===== src/rtl/control_unit.sv =====
// control_unit: multi-cycle sequencer for the fdt16 accumulator datapath.
// Sequence: IDLE -> FETCH -> DECODE -> EXEC -> [MEM] -> FETCH, HALT absorbing.
// Tracks call-stack depth and raises a sticky fault on over/underflow.
// Optional macro CU_ILLEGAL_TRAP_EN: unlisted opcodes fault and halt instead of acting as NOP.
module control_unit #(
    parameter int OPCODE_W    = 6,
    parameter int ALU_OP_W    = 4,
    parameter int STACK_DEPTH = 16
) (
    input  logic                clk,
    input  logic                reset,
    input  logic                start,
    input  logic [OPCODE_W-1:0] opcode,
    input  logic                zero_flag,
    input  logic                negative_flag,
    input  logic                carry_flag,
    input  logic                overflow_flag,
    output logic                stall,
    output logic                branch,
    output logic                ret_sel,
    output logic                acc_enable,
    output logic                flags_en,
    output logic                reg_load,
    output logic                mem_load,
    output logic                mem_store,
    output logic                push,
    output logic                pop,
    output logic                dmem_in_sel,
    output logic                src_sel,
    output logic [ALU_OP_W-1:0] alu_op,
    output logic                halted,
    output logic                fault
);

    localparam int DEPTH_W = $clog2(STACK_DEPTH + 1);
    localparam logic [DEPTH_W-1:0] DEPTH_MAX = DEPTH_W'(STACK_DEPTH);

    localparam logic [OPCODE_W-1:0] OP_NOP   = OPCODE_W'(6'h00);
    localparam logic [OPCODE_W-1:0] OP_HLT   = OPCODE_W'(6'h01);
    localparam logic [OPCODE_W-1:0] OP_ADD   = OPCODE_W'(6'h02);
    localparam logic [OPCODE_W-1:0] OP_LSR   = OPCODE_W'(6'h09);
    localparam logic [OPCODE_W-1:0] OP_CMP   = OPCODE_W'(6'h0A);
    localparam logic [OPCODE_W-1:0] OP_MOV   = OPCODE_W'(6'h10);
    localparam logic [OPCODE_W-1:0] OP_LOAD  = OPCODE_W'(6'h11);
    localparam logic [OPCODE_W-1:0] OP_STORE = OPCODE_W'(6'h12);
    localparam logic [OPCODE_W-1:0] OP_BRA   = OPCODE_W'(6'h18);
    localparam logic [OPCODE_W-1:0] OP_BRZ   = OPCODE_W'(6'h19);
    localparam logic [OPCODE_W-1:0] OP_BRN   = OPCODE_W'(6'h1A);
    localparam logic [OPCODE_W-1:0] OP_BRC   = OPCODE_W'(6'h1B);
    localparam logic [OPCODE_W-1:0] OP_BRO   = OPCODE_W'(6'h1C);
    localparam logic [OPCODE_W-1:0] OP_CALL  = OPCODE_W'(6'h1D);
    localparam logic [OPCODE_W-1:0] OP_RET   = OPCODE_W'(6'h1E);

    typedef enum logic [2:0] {
        S_IDLE,
        S_FETCH,
        S_DECODE,
        S_EXEC,
        S_MEM,
        S_HALT
    } state_t;

    state_t               state_q, state_d;
    logic [DEPTH_W-1:0]   depth_q, depth_d;
    logic                 fault_q, fault_d;

    logic op_alu;
    logic op_cmp;

    assign op_alu = (opcode >= OP_ADD) && (opcode <= OP_LSR);
    assign op_cmp = (opcode == OP_CMP);

    // State, stack depth and sticky fault registers with synchronous active-low reset
    always_ff @(posedge clk) begin
        if (!reset) begin
            state_q <= S_IDLE;
            depth_q <= '0;
            fault_q <= 1'b0;
        end else begin
            state_q <= state_d;
            depth_q <= depth_d;
            fault_q <= fault_d;
        end
    end

    // Next-state, depth tracking and per-state output decode
    always_comb begin
        state_d     = state_q;
        depth_d     = depth_q;
        fault_d     = fault_q;
        stall       = 1'b1;
        branch      = 1'b0;
        ret_sel     = 1'b0;
        acc_enable  = 1'b0;
        flags_en    = 1'b0;
        reg_load    = 1'b0;
        mem_load    = 1'b0;
        mem_store   = 1'b0;
        push        = 1'b0;
        pop         = 1'b0;
        dmem_in_sel = 1'b0;
        src_sel     = 1'b0;
        alu_op      = '0;

        case (state_q)
            S_IDLE: begin
                if (start) begin
                    state_d = S_FETCH;
                end
            end

            S_FETCH: begin
                state_d = S_DECODE;
            end

            S_DECODE: begin
                if (op_alu || op_cmp) begin
                    alu_op = opcode[ALU_OP_W-1:0];
                end
                state_d = S_EXEC;
            end

            S_EXEC: begin
                state_d = S_FETCH;
                if (op_alu || op_cmp) begin
                    alu_op = opcode[ALU_OP_W-1:0];
                end
                if (op_alu) begin
                    acc_enable = 1'b1;
                    flags_en   = 1'b1;
                    stall      = 1'b0;
                end else if (op_cmp) begin
                    flags_en = 1'b1;
                    stall    = 1'b0;
                end else begin
                    case (opcode)
                        OP_NOP: begin
                            stall = 1'b0;
                        end
                        OP_HLT: begin
                            state_d = S_HALT;
                        end
                        OP_MOV: begin
                            src_sel  = 1'b1;
                            reg_load = 1'b1;
                            stall    = 1'b0;
                        end
                        OP_STORE: begin
                            dmem_in_sel = 1'b1;
                            mem_store   = 1'b1;
                            stall       = 1'b0;
                        end
                        OP_LOAD: begin
                            mem_load = 1'b1;
                            state_d  = S_MEM;
                        end
                        OP_BRA: begin
                            branch = 1'b1;
                            stall  = 1'b0;
                        end
                        OP_BRZ: begin
                            branch = zero_flag;
                            stall  = 1'b0;
                        end
                        OP_BRN: begin
                            branch = negative_flag;
                            stall  = 1'b0;
                        end
                        OP_BRC: begin
                            branch = carry_flag;
                            stall  = 1'b0;
                        end
                        OP_BRO: begin
                            branch = overflow_flag;
                            stall  = 1'b0;
                        end
                        OP_CALL: begin
                            // Full stack: suppress the push and trap instead
                            if (depth_q == DEPTH_MAX) begin
                                fault_d = 1'b1;
                                state_d = S_HALT;
                            end else begin
                                dmem_in_sel = 1'b0;
                                push        = 1'b1;
                                depth_d     = depth_q + 1'b1;
                                state_d     = S_MEM;
                            end
                        end
                        OP_RET: begin
                            // Empty stack: suppress the pop and trap instead
                            if (depth_q == '0) begin
                                fault_d = 1'b1;
                                state_d = S_HALT;
                            end else begin
                                pop     = 1'b1;
                                depth_d = depth_q - 1'b1;
                                state_d = S_MEM;
                            end
                        end
                        default: begin
`ifdef CU_ILLEGAL_TRAP_EN
                            fault_d = 1'b1;
                            state_d = S_HALT;
`else
                            stall = 1'b0;
`endif
                        end
                    endcase
                end
            end

            S_MEM: begin
                state_d = S_FETCH;
                case (opcode)
                    OP_LOAD: begin
                        src_sel  = 1'b0;
                        reg_load = 1'b1;
                        stall    = 1'b0;
                    end
                    OP_CALL: begin
                        branch = 1'b1;
                        stall  = 1'b0;
                    end
                    OP_RET: begin
                        ret_sel = 1'b1;
                        branch  = 1'b1;
                        stall   = 1'b0;
                    end
                    default: begin
                        stall = 1'b1;
                    end
                endcase
            end

            S_HALT: begin
                state_d = S_HALT;
            end

            default: begin
                state_d = S_IDLE;
            end
        endcase

        // While reset is held, no pending action may leak out to the datapath
        if (!reset) begin
            stall       = 1'b1;
            branch      = 1'b0;
            ret_sel     = 1'b0;
            acc_enable  = 1'b0;
            flags_en    = 1'b0;
            reg_load    = 1'b0;
            mem_load    = 1'b0;
            mem_store   = 1'b0;
            push        = 1'b0;
            pop         = 1'b0;
            dmem_in_sel = 1'b0;
            src_sel     = 1'b0;
            alu_op      = '0;
        end
    end

    assign halted = (state_q == S_HALT);
    assign fault  = fault_q;

endmodule


===== config.mk =====
export PLATFORM = sky130hd
export DESIGN_NAME = control_unit
export DESIGN_NICKNAME = d
export VERILOG_FILES = /design/src/rtl/control_unit.sv
export SDC_FILE = /design/constraint.sdc
export NUM_CORES = 1
export LEC_CHECK = 0
export ABC_AREA = 1
export CORE_MARGIN = 2
export CORE_UTILIZATION = 49
export DETAILED_ROUTE_END_ITERATION = 8
export GPL_TIMING_DRIVEN = 1
export MAX_ROUTING_LAYER = met4
export PLACE_DENSITY = 0.94
export RECOVER_POWER = 50
export SLEW_MARGIN = 10
export SYNTH_ARGS = -nofsm -noshare
export SYNTH_HDL_FRONTEND = slang
export SYNTH_SLANG_ARGS = --single-unit

===== constraint.sdc =====
create_clock -name clk -period 4.8 [get_ports clk]
set_clock_uncertainty 0.2 [all_clocks]
set_input_delay 0.72 -clock clk [delete_from_list [all_inputs] [get_ports clk]]
set_output_delay 0.72 -clock clk [all_outputs]
set_load 0.05 [all_outputs]

* Yosys cells after proc, flatten, opt, wreduce, memory -nomap -nowiden *
Index checks and enable logic that the tools add are counted.

cells by class
  reduce and logical (&&, ||, !) cells = 11
  shift operators = 0
  divide/modulo/power cells = 0
  multipliers = 0
  equality and inequality tests = 23
  add/sub/neg operators = 2
  order comparisons = 2
  multiplexer cells = 67
  bitwise gates (word level) = 2

operators with widths
  kind                 count
  $eq 6x5->1 const B   10
  $mux 1               51
  $pmux 3 s6           1
  $mux 4               3
  $pmux 3 s4           1
  $reduce_and 6->1     2
  $mux 5               2
  $ne 2x2->1 const B   5
  $pmux 5 s2           1
  $mux 3               3
  $pmux 1 s2           4
  $eq 3x2->1 const B   2
  $eq 3x3->1 const B   2
  $eq 6x1->1 const B   1
  $eq 6x4->1 const B   1
  $ge 6x2->1 const B   1
  $le 6x4->1 const B   1
  $add 5x1->5 const B  1
  $eq 5x5->1 const B   1
  $logic_not 5->1      1
  $pmux 1 s5           1
  $sub 5x1->5 const B  1
  $reduce_or 2->1      2
  $reduce_or 4->1      1
  7 further kinds      8

word-level totals
  word-level logic and storage cells = 110
  RAM bits = 0
  latch bits = 0
  memories kept = 0
  memory bits (read-only) = 0
  register bits after elaboration = 9

* Longest topological paths before layout *
  depth after elaboration = 7
  gate-level depth with buffers = 13
  depth with buffers taken out = 13

* Least setup slack after synthesis *
No wires, ideal clock.

  path type = input to output
  from = in opcode[3]
  to = out pop
  arrival time = 2.479 ns
  data required time = 3.880 ns
  stages on the path = 7
  path buffers = 0
  path slack = 1.401 ns
  cells stage by stage = nor2_1 > nand2_1 > nand3_1 > nand2_1 > inv_1 > nand2_1 > nor3b_1

between the ends
  cells in the longest elaborated chain, start to end = 6
  elaborated cells between the ends (all ways) = 10
  classes of those cells = order compare (2); eq/ne (2); mux (5); reduce/logical (1)

RTL lines
  item                                                                RTL line  source
  from (decl)                                                         13        input logic [OPCODE_W-1:0] opcode,
  parallel branches: the longest is 3 deep, another holds $ge 6x2->1  --
  $mux 1 (*)                                                          128       if (op_alu) begin
  $mux 1 (*)                                                          105       case (state_q)
  $mux 1 (*)                                                          245       if (!reset) begin
  to (decl)                                                           27        output logic pop,

Mark *: on every way between the ends.

* Worst setup path in the final report *
  from = in opcode[1]
  to = out stall

between the ends
  cells in the longest elaborated chain, start to end = 7
  elaborated cells between the ends (all ways) = 16
  classes of those cells = order compare (2); eq/ne (5); mux (6); reduce/logical (3)

RTL lines
  item                                             RTL line  source
  $eq 6x5->1 / $eq 6x1->1 (equally long branches)  136, 214
  $reduce_or 4->1 (no source line)                 --
  $mux 1                                           136       case (opcode)
  $mux 1                                           132       end else if (op_cmp) begin
  $mux 1                                           128
  $pmux 1 s2 (*)                                   105
  $mux 1 (*)                                       245
  to (decl)                                        18        output logic stall,

Mark *: on every way between the ends. The rest lies on a longest branch, timed or not.

==> flow_summary.toml <==
[run_status]
status = "completed"

[critical_path]
crit_path_end_kind = "output pin"
worstPathArrival_ns = 3.31
critPathRequiredTime_ns = 3.88
worstSetupPathType = "in -> out"
critPathLaunch = "opcode[1]"
cp_max_fo = 7
r2r_start = "depth_q[0]"
start_kind = "input pin"

[floorplan]
ios = 31
fp.dieW_um = 48.1
die_h_um = 48.1
start_util = 0.533
placeableCoreArea_mm2 = 0.00178
rows = 15
die_area_mm2 = 0.00231

[detailed_routing]
drt-total-wl_um = 2660
vias = 1128
dr.first_iter.drc_count = 47
ant_nets = 0
drc = 0
detail_route.vias_per_cell = 5.27
drtPass1Iterations = 4
wl_per_cell_um = 12.4

[power]
p_leak_nw = 0.567
p_per_area_mw_per_mm2 = 142
ir_drop_uv = 268

[clocking]
htreeDepth = 1
cts_max_path_buffers = 2
cts_hold_buf = 0
cts_root_buffer = "clkbuf_4"
clock_sinks = 9
cts.clk_slew.worst_paths_ns = 0.06
post_cts_buffers = 0
tritoncts = "done"
clock_latency_ns = 0.26
numCtsBuffers = 3
cts_resized = 0

[place]
dp_hpwl_um = 2200
gp_congestion = 0.887
post-place-cells = 210
port_buffers = 30

[timing]
relSlewSlack = 0.651
tightest_slew_ns = 0.522
rsz0062_at_grt = "no"
min_period_ns = 4.23
setup_tns_ns = 0
fin_crit_sh = 0.881
finalSetupViolCount = 0
drv_slew = 0
final_hold_viol_count = 0
fmax_ghz = 0.236

[grt]
grt_usage = 0.262
grt_pass1_wl_um = 4120
grt_pass1_vias = 982
overflow = 0
grt_max_degree = 9
antenna_found_initial = 0

[yosys]
synthTopCellsByCount = "nand2_1 (34), nor2_1 (31), inv_1 (20), nand3_1 (12)"
synth_area_leaders = "dfxtp_1 (19%), nand2_1 (13%), nor2_1 (12%), inv_1 (7.9%), nor2_4 (7.1%)"
ys_async_sr_fraction = 0
synth.distinct_cells = 27
seq_area_frac_synth = 0.189
avgSynthCellArea_um2 = 6.10
syn-num-nets = 173
synth_top_area_cell = "dfxtp_1"
ys_seq_elements = 9
synth_ff_type = "dfxtp_1"
syn_area_um2 = 951
netlist.area_leader.share = 0.189
synth_edf_count = 0
yosysMostFrequentCell = "nand2_1"
yosys_warnings = 0
syn_inst = 156

[hold_path]
hold_path_startpoint = "fault"
hold_class = "reg -> reg"

[cells_and_area]
drive_above_1_share = 0.0899
num_antenna_cells = 0
area_growth_pct = 35.8
final_cells = 214
nets = 207

[job]
cap_violations = 0
stage by stage:
stage	power [W]	util	worst slack, ns	hold WS, ns	area, um^2
after floorplan	0.000108	-	1.40	0.261	951
after global placement	0.000126	0.715	0.822	0.239	1270
after detailed placement	0.000128	0.715	0.831	0.273	1270
after CTS	0.000186	0.730	0.821	0.282	1300
after global routing	0.000193	0.724	0.450	0.299	1290
final	0.000183	0.724	0.570	0.274	1290
cells in the final DEF, fill, tap and decap left out:
cell type / Yosys / routed
fa_1: 1 / 1
nand3_4: 1 / 1
nand3b_1: 1 / 1
xor2_1: 2 / 2
a31oi_1: 1 / 1
nand2_1: 34 / 35
o211ai_1: 1 / 1
ha_1: 3 / 3
nor2_1: 31 / 32
nand2_4: 1 / 1
o22ai_1: 2 / 2
o21ai_0: 1 / 1
nor3b_1: 2 / 2
nor2_2: 1 / 1
a22oi_1: 1 / 1
nand4_1: 2 / 2
nor3_1: 6 / 6
a21oi_1: 9 / 9
clkdlybuf4s50_1: 0 / 23
dfxtp_1: 9 / 9
o21ai_2: 2 / 2
inv_2: 3 / 2
inv_1: 20 / 21
nor2_4: 6 / 5
clkbuf_1: 0 / 1
clkbuf_4: 0 / 3
nand3_1: 12 / 12
dlygate4sd3_1: 0 / 7
o21ai_4: 1 / 1
nand2_2: 2 / 1
worst max-delay path, cell delays in order:
cell and delay [ns]:
dlygate4sd3_1 0.70, inv_1 0.15, nor2_1 0.34, o21ai_2 0.20, a31oi_1 0.24, nand3b_1 0.15, clkdlybuf4s50_1 0.80
state kept, by name, summed over array words and instances (netlist names):
register / cells
state_q: 3
depth_q: 5
fault: 1
final cells by class:
| type | instances | area [um^2] |
|---|---|---|
| Sequential cell | 9 | 180 |
| Multi-Input combinational cell | 123 | 667 |
| Tap cell | 25 | 31.3 |
| Inverter | 23 | 86.3 |
| Fill cell | 153 | 492 |
| Clock buffer | 4 | 26.3 |
| Timing Repair Buffer | 30 | 300 |
power breakdown:
group	leakage [nW]	switching (W)	internal (W)
logic	0.479	0.0000288	0.0000178
clock network	0.0150	0.0000251	0.0000320
registers	0.0730	0.00000276	0.0000769
path summary, 6_finish.rpt:
path                     end  slack [ns]  depth (start not counted)
setup / recovery       stall        0.57                          7
hold / removal         fault        0.27                          2
setup reg to reg  depth_q[4]        3.02                          9
hold reg to reg        fault        0.27                          2
routing by layer:
metal  vias up  wire length [um]  GRT usage
met5         -                 0          -
met4         0                 0     0.0324
met3         0               144     0.0792
met2        30              1390      0.437
met1       528              1120      0.318
li1        570                 -          -
logic make-up after synthesis:
| group | synth area share |
|---|---|
| XOR/XNOR | 0.0184 |
| flip-flops | 0.189 |
| buffers and inverters | 0.0987 |
| adder cells (fa/ha/maj) | 0.0605 |
| AO/OA/AOI/OAI | 0.124 |
| AND/OR/NAND/NOR | 0.509 |
Note: power is estimated with default switching activity, not from simulation.
